--- src/rtl/pong_io_pkg.sv ---
// Shared constants, types and helpers for the Pong memory-mapped I/O bridge.
// Imported by the bridge, its PS2 key tracker and the bus interface users.
package pong_io_pkg;

    localparam logic [2:0] OFS_BALL_X = 3'd0;
    localparam logic [2:0] OFS_BALL_Y = 3'd1;
    localparam logic [2:0] OFS_PAD_L  = 3'd2;
    localparam logic [2:0] OFS_PAD_R  = 3'd3;
    localparam logic [2:0] OFS_COMMIT = 3'd4;
    localparam logic [2:0] OFS_KEYS   = 3'd5;
    localparam logic [2:0] OFS_TICK   = 3'd6;
    localparam logic [2:0] OFS_LAST   = 3'd7;

    localparam logic [7:0] SC_W     = 8'h1D;
    localparam logic [7:0] SC_S     = 8'h1B;
    localparam logic [7:0] SC_UP    = 8'h75;
    localparam logic [7:0] SC_DOWN  = 8'h72;
    localparam logic [7:0] SC_BREAK = 8'hF0;
    localparam logic [7:0] SC_EXT   = 8'hE0;

    localparam logic [9:0] RST_BALL_X = 10'd320;
    localparam logic [8:0] RST_BALL_Y = 9'd240;
    localparam logic [8:0] RST_PAD    = 9'd240;

    typedef enum logic [1:0] {
        IDLE    = 2'd0,
        BRK     = 2'd1,
        EXT     = 2'd2,
        EXT_BRK = 2'd3
    } ps2_state_e;

    // Signed saturation of a processor store into a coordinate range [0, lim].
    function automatic logic [9:0] clamp_coord(input logic [31:0] v, input logic [9:0] lim);
        logic [9:0] res;
        if (v[31]) begin
            res = 10'd0;
        end else if (v > {22'd0, lim}) begin
            res = lim;
        end else begin
            res = v[9:0];
        end
        return res;
    endfunction

endpackage

--- src/rtl/pong_io_if.sv ---
// Processor data-memory side of the Pong I/O bridge: address, store and
// registered read-back with its select flag.
interface pong_io_if;
    logic [11:0] addr;
    logic [31:0] wdata;
    logic        wren;
    logic [31:0] io_rdata;
    logic        io_rsel;

    modport master (
        output addr,
        output wdata,
        output wren,
        input  io_rdata,
        input  io_rsel
    );

    modport slave (
        input  addr,
        input  wdata,
        input  wren,
        output io_rdata,
        output io_rsel
    );
endinterface

--- src/rtl/pong_io_bridge_ps2_key_tracker.sv ---
// Turns the PS2 byte stream into held-key flags (W, S, Up, Down) and keeps
// the most recent byte. One byte event per rising edge of key_pressed.
module ps2_key_tracker
    import pong_io_pkg::*;
(
    input  logic       clock,
    input  logic       resetn,
    input  logic       key_pressed,
    input  logic [7:0] key_data,
    output logic [3:0] keys,
    output logic [7:0] last_byte
);

    logic       pressed_d_r;
    logic       byte_evt_r;
    logic [7:0] byte_data_r;
    logic [3:0] keys_r;
    logic [7:0] last_r;
    ps2_state_e state_r;

    // Rising-edge detect of the byte-valid line, with the byte captured alongside.
    always_ff @(posedge clock or negedge resetn) begin
        if (!resetn) begin
            pressed_d_r <= 1'b0;
            byte_evt_r  <= 1'b0;
            byte_data_r <= 8'd0;
        end else begin
            pressed_d_r <= key_pressed;
            byte_evt_r  <= key_pressed & ~pressed_d_r;
            byte_data_r <= key_data;
        end
    end

    // Make/break decode FSM; keys bits: 0 W, 1 S, 2 Up, 3 Down.
    always_ff @(posedge clock or negedge resetn) begin
        if (!resetn) begin
            state_r <= IDLE;
            keys_r  <= 4'd0;
            last_r  <= 8'd0;
        end else if (byte_evt_r) begin
            last_r <= byte_data_r;
            case (state_r)
                IDLE: begin
                    if (byte_data_r == SC_BREAK) begin
                        state_r <= BRK;
                    end else if (byte_data_r == SC_EXT) begin
                        state_r <= EXT;
                    end else if (byte_data_r == SC_W) begin
                        keys_r[0] <= 1'b1;
                    end else if (byte_data_r == SC_S) begin
                        keys_r[1] <= 1'b1;
                    end else begin
                        state_r <= IDLE;
                    end
                end
                BRK: begin
                    if (byte_data_r == SC_W) begin
                        keys_r[0] <= 1'b0;
                    end else if (byte_data_r == SC_S) begin
                        keys_r[1] <= 1'b0;
                    end else begin
                        keys_r <= keys_r;
                    end
                    state_r <= IDLE;
                end
                EXT: begin
                    if (byte_data_r == SC_BREAK) begin
                        state_r <= EXT_BRK;
                    end else if (byte_data_r == SC_UP) begin
                        keys_r[2] <= 1'b1;
                        state_r   <= IDLE;
                    end else if (byte_data_r == SC_DOWN) begin
                        keys_r[3] <= 1'b1;
                        state_r   <= IDLE;
                    end else begin
                        state_r <= IDLE;
                    end
                end
                EXT_BRK: begin
                    if (byte_data_r == SC_UP) begin
                        keys_r[2] <= 1'b0;
                    end else if (byte_data_r == SC_DOWN) begin
                        keys_r[3] <= 1'b0;
                    end else begin
                        keys_r <= keys_r;
                    end
                    state_r <= IDLE;
                end
                default: begin
                    state_r <= IDLE;
                end
            endcase
        end else begin
            state_r <= state_r;
        end
    end

    assign keys      = keys_r;
    assign last_byte = last_r;

endmodule

--- src/rtl/pong_io_bridge.sv ---
// Memory-mapped I/O bridge for Pong: double-buffered ball/paddle coordinates,
// PS2 key state, a fixed-rate game tick and a 1-cycle-latency read port.
module pong_io_bridge
    import pong_io_pkg::*;
#(
    parameter logic [11:0] IO_BASE  = 12'd3000,
    parameter int unsigned TICK_DIV = 166667,
    parameter int unsigned X_MAX    = 639,
    parameter int unsigned Y_MAX    = 479
) (
    input  logic        clock,
    input  logic        resetn,
    pong_io_if.slave    bus,
    input  logic        ps2_key_pressed,
    input  logic [7:0]  ps2_key_data,
    output logic [9:0]  ball_x,
    output logic [8:0]  ball_y,
    output logic [8:0]  paddle_left,
    output logic [8:0]  paddle_right
);

    localparam logic [9:0]  X_LIM     = 10'(X_MAX);
    localparam logic [9:0]  Y_LIM     = 10'(Y_MAX);
    localparam logic [31:0] TICK_LAST = 32'(TICK_DIV - 1);

    logic        hit_s;
    logic        wr_s;
    logic [2:0]  ofs_s;
    logic        wrap_s;
    logic        tick_clr_s;
    logic [31:0] rd_mux_s;
    logic [9:0]  clamp_x_s;
    logic [9:0]  clamp_y_s;
    logic [3:0]  keys_s;
    logic [7:0]  last_byte_s;

    logic [9:0]  sh_x_r;
    logic [8:0]  sh_y_r;
    logic [8:0]  sh_pl_r;
    logic [8:0]  sh_pr_r;
    logic [9:0]  ball_x_r;
    logic [8:0]  ball_y_r;
    logic [8:0]  pad_l_r;
    logic [8:0]  pad_r_r;
    logic [31:0] tick_cnt_r;
    logic        pending_r;
    logic [7:0]  missed_r;
    logic [31:0] io_rdata_r;
    logic        io_rsel_r;

    ps2_key_tracker u_keys (
        .clock       (clock),
        .resetn      (resetn),
        .key_pressed (ps2_key_pressed),
        .key_data    (ps2_key_data),
        .keys        (keys_s),
        .last_byte   (last_byte_s)
    );

    // Window decode and write-side qualifiers.
    always_comb begin
        hit_s      = (bus.addr >= IO_BASE) && (bus.addr <= (IO_BASE + 12'd7));
        ofs_s      = 3'(bus.addr - IO_BASE);
        wr_s       = hit_s & bus.wren;
        wrap_s     = (tick_cnt_r == TICK_LAST);
        tick_clr_s = wr_s && (ofs_s == OFS_TICK) && bus.wdata[0];
        clamp_x_s  = clamp_coord(bus.wdata, X_LIM);
        clamp_y_s  = clamp_coord(bus.wdata, Y_LIM);
    end

    // Shadow registers and commit; a commit copies the pre-edge shadow values.
    always_ff @(posedge clock or negedge resetn) begin
        if (!resetn) begin
            sh_x_r   <= RST_BALL_X;
            sh_y_r   <= RST_BALL_Y;
            sh_pl_r  <= RST_PAD;
            sh_pr_r  <= RST_PAD;
            ball_x_r <= RST_BALL_X;
            ball_y_r <= RST_BALL_Y;
            pad_l_r  <= RST_PAD;
            pad_r_r  <= RST_PAD;
        end else if (wr_s) begin
            case (ofs_s)
                OFS_BALL_X: sh_x_r  <= clamp_x_s;
                OFS_BALL_Y: sh_y_r  <= clamp_y_s[8:0];
                OFS_PAD_L:  sh_pl_r <= clamp_y_s[8:0];
                OFS_PAD_R:  sh_pr_r <= clamp_y_s[8:0];
                OFS_COMMIT: begin
                    ball_x_r <= sh_x_r;
                    ball_y_r <= sh_y_r;
                    pad_l_r  <= sh_pl_r;
                    pad_r_r  <= sh_pr_r;
                end
                default: sh_x_r <= sh_x_r;
            endcase
        end else begin
            sh_x_r <= sh_x_r;
        end
    end

    // Game tick divider with pending flag and saturating missed-tick count.
    always_ff @(posedge clock or negedge resetn) begin
        if (!resetn) begin
            tick_cnt_r <= 32'd0;
            pending_r  <= 1'b0;
            missed_r   <= 8'd0;
        end else begin
            tick_cnt_r <= wrap_s ? 32'd0 : (tick_cnt_r + 32'd1);
            if (wrap_s && tick_clr_s) begin
                pending_r <= 1'b1;
                missed_r  <= 8'd0;
            end else if (wrap_s) begin
                pending_r <= 1'b1;
                if (pending_r && (missed_r != 8'd255)) begin
                    missed_r <= missed_r + 8'd1;
                end else begin
                    missed_r <= missed_r;
                end
            end else if (tick_clr_s) begin
                pending_r <= 1'b0;
                missed_r  <= 8'd0;
            end else begin
                pending_r <= pending_r;
            end
        end
    end

    // Read mux; COMMIT reads as zero.
    always_comb begin
        rd_mux_s = 32'd0;
        case (ofs_s)
            OFS_BALL_X: rd_mux_s = {22'd0, sh_x_r};
            OFS_BALL_Y: rd_mux_s = {23'd0, sh_y_r};
            OFS_PAD_L:  rd_mux_s = {23'd0, sh_pl_r};
            OFS_PAD_R:  rd_mux_s = {23'd0, sh_pr_r};
            OFS_KEYS:   rd_mux_s = {28'd0, keys_s};
            OFS_TICK:   rd_mux_s = {16'd0, missed_r, 7'd0, pending_r};
            OFS_LAST:   rd_mux_s = {24'd0, last_byte_s};
            default:    rd_mux_s = 32'd0;
        endcase
    end

    // Read port registered every cycle to match dmem latency.
    always_ff @(posedge clock or negedge resetn) begin
        if (!resetn) begin
            io_rsel_r  <= 1'b0;
            io_rdata_r <= 32'd0;
        end else if (hit_s) begin
            io_rsel_r  <= 1'b1;
            io_rdata_r <= rd_mux_s;
        end else begin
            io_rsel_r  <= 1'b0;
            io_rdata_r <= 32'd0;
        end
    end

    assign bus.io_rdata  = io_rdata_r;
    assign bus.io_rsel   = io_rsel_r;
    assign ball_x        = ball_x_r;
    assign ball_y        = ball_y_r;
    assign paddle_left   = pad_l_r;
    assign paddle_right  = pad_r_r;

endmodule
--- src/flat_wrapper.sv ---
// flat-port wrapper written by rule: the top's interface ports become plain ports
module pong_io_bridge_flat import pong_io_pkg::*;
#(
    parameter logic [11:0] IO_BASE  = 12'd3000,
    parameter int unsigned TICK_DIV = 166667,
    parameter int unsigned X_MAX    = 639,
    parameter int unsigned Y_MAX    = 479
)
  (clock, resetn, ps2_key_pressed, ps2_key_data, ball_x, ball_y, paddle_left, paddle_right, bus_addr, bus_wdata, bus_wren, bus_io_rdata, bus_io_rsel);
  pong_io_if bus_i ();
  input  logic clock;
  input  logic resetn;
  input  logic ps2_key_pressed;
  input  logic [7:0] ps2_key_data;
  output logic [9:0] ball_x;
  output logic [8:0] ball_y;
  output logic [8:0] paddle_left;
  output logic [8:0] paddle_right;
  input wire logic [$bits(bus_i.addr)-1:0] bus_addr;
  input wire logic [$bits(bus_i.wdata)-1:0] bus_wdata;
  input wire logic [$bits(bus_i.wren)-1:0] bus_wren;
  output wire logic [$bits(bus_i.io_rdata)-1:0] bus_io_rdata;
  output wire logic [$bits(bus_i.io_rsel)-1:0] bus_io_rsel;
  assign bus_i.addr = bus_addr;
  assign bus_i.wdata = bus_wdata;
  assign bus_i.wren = bus_wren;
  assign bus_io_rdata = bus_i.io_rdata;
  assign bus_io_rsel = bus_i.io_rsel;
  pong_io_bridge #(.IO_BASE(IO_BASE), .TICK_DIV(TICK_DIV), .X_MAX(X_MAX), .Y_MAX(Y_MAX)) u_core (.clock(clock), .resetn(resetn), .bus(bus_i), .ps2_key_pressed(ps2_key_pressed), .ps2_key_data(ps2_key_data), .ball_x(ball_x), .ball_y(ball_y), .paddle_left(paddle_left), .paddle_right(paddle_right));
endmodule
--- config.mk ---
export PLATFORM = sky130hd
export DESIGN_NAME = pong_io_bridge_flat
export DESIGN_NICKNAME = d
export VERILOG_FILES = /design/src/rtl/pong_io_pkg.sv /design/src/rtl/pong_io_if.sv /design/src/rtl/pong_io_bridge_ps2_key_tracker.sv /design/src/rtl/pong_io_bridge.sv /design/src/flat_wrapper.sv
export SDC_FILE = /design/constraint.sdc
export NUM_CORES = 1
export LEC_CHECK = 0
export ABC_AREA = 1
export BUFFER_PORTS_ARGS = -buffer_cell sky130_fd_sc_hd__buf_2
export CAP_MARGIN = 5
export CORE_MARGIN = 2
export CORE_UTILIZATION = 57
export CTS_CLUSTER_DIAMETER = 40
export DETAILED_ROUTE_END_ITERATION = 6
export GPL_ROUTABILITY_DRIVEN = 1
export PLACE_DENSITY = 0.85
export SLEW_MARGIN = 10
export SYNTH_ARGS = -nofsm -noshare
export SYNTH_HDL_FRONTEND = slang
export SYNTH_HIERARCHICAL = 1
export SYNTH_SLANG_ARGS = --single-unit
--- constraint.sdc ---
create_clock -name clock -period 1.75 [get_ports clock]
set_input_delay 0.0875 -clock clock [delete_from_list [all_inputs] [get_ports clock]]
set_output_delay 0.0875 -clock clock [all_outputs]
set_load 0.01 [all_outputs]
==> summary.md <==
| Metric | Value |
|---|---|
| Initial antenna violation count | `0` |
| Setup TNS | `0 ns` |
| Detailed placement HPWL | `approximately 15000 um` |
| Pwr Density | `just over 800 nW/um^2` |
| Core ar. | `about 14000 um^2` |
| Slew headroom | `0.560` |
| Tmin final | `around 1.7 ns` |
| Register Area | `3940 um^2` |
| DRC | `1` |
| Vias in the first global route | `between 6k and 7k` |
| Final hold vios | `0` |
| Leak | `between 5 and 6 nW` |
| Yosys reg bits | `approximately 160` |
| Unique cell type count in the Yosys netlist | `a little over 40` |
| Via density | `about 5.4` |
| Post-place setup slack | `between 0.08 and 0.09 ns` |
| WS Path Type | `reg2reg` |
| Clock root cell | `clkbuf_16` |
| Min-delay src | `bus_wdata[31]` |
| DRT iter0 DRCs | `about 750` |
| Setup violations, final | `0` |
| Worst endpoint required time | `slightly above 2 ns` |
| H-tree depth | `4` |
| Clk pin slew, worst setup/hold paths | `around 0.06 ns` |
| Period Utilization, post-route | `0.951` |
| Final nets | `roughly 1.2k` |
| ANT nets after route | `0` |
| Worst slew pin tran | `0.659 ns` |
| Diodes inserted | `0` |
| CTS max path bufs | `2` |
| Synthesized area | `about 8000 um^2` |
| Num CTS Buffers | `17` |
| Non-filler cells, final | `roughly 1.4k` |
| Placed cells | `1312` |
| Endpoint type of the worst setup path | `flop` |
| DR pass1 iterations | `7` |
| Multi-input gate area | `3390 um^2` |
| Fraction of layout cells with a size suffix above 1 | `0.203` |
| Slew Limit Fails | `0` |
| CP arrival | `between 1.5 and 2 ns` |
| HP Class | `in2reg` |
| Startpoint Class | `flop` |
| Area delta synth->final | `20.8%` |
| Die height | `around 120 um` |
| Skew-Pair Late Insertion Delay | `around 0.42 ns` |
| Row cnt | `43` |
| Share of Yosys cell area claimed by the top area cell type | `0.401` |
| Synth warn | `6` |
| Worst setup path start | `u_core/tick_cnt_r[2]$_DFF_PN0_` |
| Placed cell area | `8790 um^2` |
| Final WL | `21100 um` |
| First-pass GRT wire length | `33500 um` |
| Max-cap viol count | `0` |
| Clock Sinks | `about 160` |
| Clock tree from TritonCTS | `done` |
| Filler cells | `1114` |
| Syn Area/Cell | `between 7 and 8 um^2` |
| Failing checks | `DRC` |
| GRT overflow | `0` |
| R2R Path Start | `u_core/tick_cnt_r[2]$_DFF_PN0_` |
| RSZ-0062 raised after global routing | `yes` |
| Largest net degree at the start of global routing | `between 40 and 50` |
| PnR worst setup slack | `approximately 0.085 ns` |
| Die area | `~15000 um^2` |
| Design Area, Final | `roughly 9700 um^2` |
| Area contributors post-synth | `dfrtp_1 40%, nand2_1 16%, dfstp_2 9.2%` |
| IO Port Bufs | `109` |
| Ports | `~130` |
| Fmax | `601 MHz` |
| Seq/Total Area, Yosys | `0.493` |
| Mean routed wirelength per cell | `~15 um` |
| Gp weighted congestion | `between 0.9 and 1` |
| Die Width | `122 um` |
| Clock Skews | `approximately 0.012 ns` |
| Total GRT Usage | `0.291` |
| Leading area contributor after synthesis | `dfrtp_1` |
| Routed vias | `7414` |
| Syn Inst Count | `1018` |
| Crit path max fanout | `6` |
| Max VDD drop | `between 0.5 and 0.6 mV` |
| Status | `finished, violations left` |
| Initial Util | `0.580` |
-- sequential cells by signal, summed over array words and instances (netlist names), 9 cells and up --
name	cells
u_core/tick_cnt_r	32
u_core/bus.io_rdata	16
u_core/ball_x	10
u_core/sh_x_r	10
u_core/ball_y	9
u_core/paddle_left	9
u_core/paddle_right	9
u_core/sh_pl_r	9
u_core/sh_pr_r	9
u_core/sh_y_r	9
-- worst max-delay path, cell delays in order (launching register included) --
cell and delay [ns]:
dfrtp_1 0.44, nand3_1 0.24, nor2_1 0.17, buf_4 0.15
nand3_1 0.15, nor3_2 0.20, xor2_1 0.16, inv_1 0.05
-- cells in the mapped netlist (all sizes together) --
library cell  instances
inv                 125
dfrtp               128
nand3b                1
buf                  32
xnor2                 1
conb                  1
clkbuf                3
xor2                 24
nor3                 27
ha                    3
nand4                23
a21oi                17
a41oi                 6
dfstp                28
a22oi                 4
a31oi                 2
nor3b                 1
a211oi                1
nand2               339
o22ai                 1
nor2                119
o211ai                6
o21ai                65
nand3                61
-- what timing repair did --
action                                  4_1_cts  5_1_grt
endpoints found under the setup margin        0       11
gates resized for setup                       0        9
hold buffers                                 20        0
endpoints found under the hold margin       132        0
setup buffers                                 0        0
-- logic make-up (layout without fill, tap and decap cells) --
family	count (synthesis)	in the layout	share of synthesized area
adder cells (fa/ha/maj)	3	3	0.00470
flip-flops	156	156	0.493
AND/OR/NAND/NOR	571	571	0.309
XOR/XNOR	25	25	0.0274
other	1	16	0.000469
buffers and inverters	160	311	0.0925
AO/OA/AOI/OAI	102	102	0.0725
-- metal layers --
layer	track usage	vias to the layer above	wire length [um]
li1	-	3502	-
met1	0.373	3456	8490
met2	0.481	398	10200
met3	0.0553	58	1760
met4	0.131	0	622
met5	0	-	0
-- metrics by stage --
| stage | power (mW) | hold WS, ns | util |
|---|---|---|---|
| finish | 7.99 | 0.0289 | 0.701 |
| global route | 8.23 | 0.0258 | 0.701 |
| CTS | 8.05 | 0.0109 | 0.699 |
| detailed placement | 4.11 | 0.0528 | 0.638 |
| global placement | 4.10 | 0.0540 | 0.638 |
| floorplan | 3.92 | -0.208 | - |
-- worst paths after layout --
path | to | slack [ns] | cells after the start
min in group asynchronous | u_core/tick_cnt_r[12]$_DFF_PN0_ | 0.17 | 2
setup reg to reg | u_core/tick_cnt_r[29]$_DFF_PN0_ | 0.09 | 7
hold / removal | u_core/sh_x_r[6]$_DFFE_PN1P_ | 0.03 | 4
hold reg to reg | u_core/u_keys/byte_evt_r$_DFF_PN0_ | 0.39 | 1
setup / recovery | u_core/tick_cnt_r[29]$_DFF_PN0_ | 0.09 | 7
max in group asynchronous | u_core/u_keys/state_r[0]$_DFFE_PN0P_ | 0.95 | 3
-- final cells by class --
type,instances,area share
clock buffers,21,0.0487
clock inverters,11,0.0171
inverters,125,0.0490
multi-input cells,717,0.351
flip-flops and latches,156,0.408
well taps,180,0.0233
repair buffers,154,0.103
-- cells in the final DEF (no fill, tap or decap), types with 2 or more instances in the layout --
cell type and instances:
nand2_1 333, a31oi_1 2, a22oi_1 4, nor2_2 7
dfrtp_1 128, nand3_1 57, inv_1 115, clkbuf_8 3
dfstp_2 28, bufinv_16 4, o21ai_2 3, o21ai_1 34
o21ai_0 28, a41oi_1 6, buf_2 108, nor3_2 4
clkinvlp_4 2, clkbuf_16 17, buf_4 21, conb_1 16
inv_2 9, dlygate4sd3_1 20, xor2_1 24, nand4_1 23
buf_12 4, nor3_4 2, nor2_4 7, ha_1 2
nand3_2 3, nor3_1 21, a21oi_1 16, clkinv_2 4
o211ai_1 6, nor2_1 104, nand2_2 6
-- where the power goes --
group | internal [mW] | total, mW | switching [mW]
combinational | 0.139 | 0.388 | 0.249
sequential | 3.66 | 3.70 | 0.0384
clock | 2.50 | 3.91 | 1.41
total | 6.29 | 7.99 | 1.70
(Power assumes the default switching activity.)
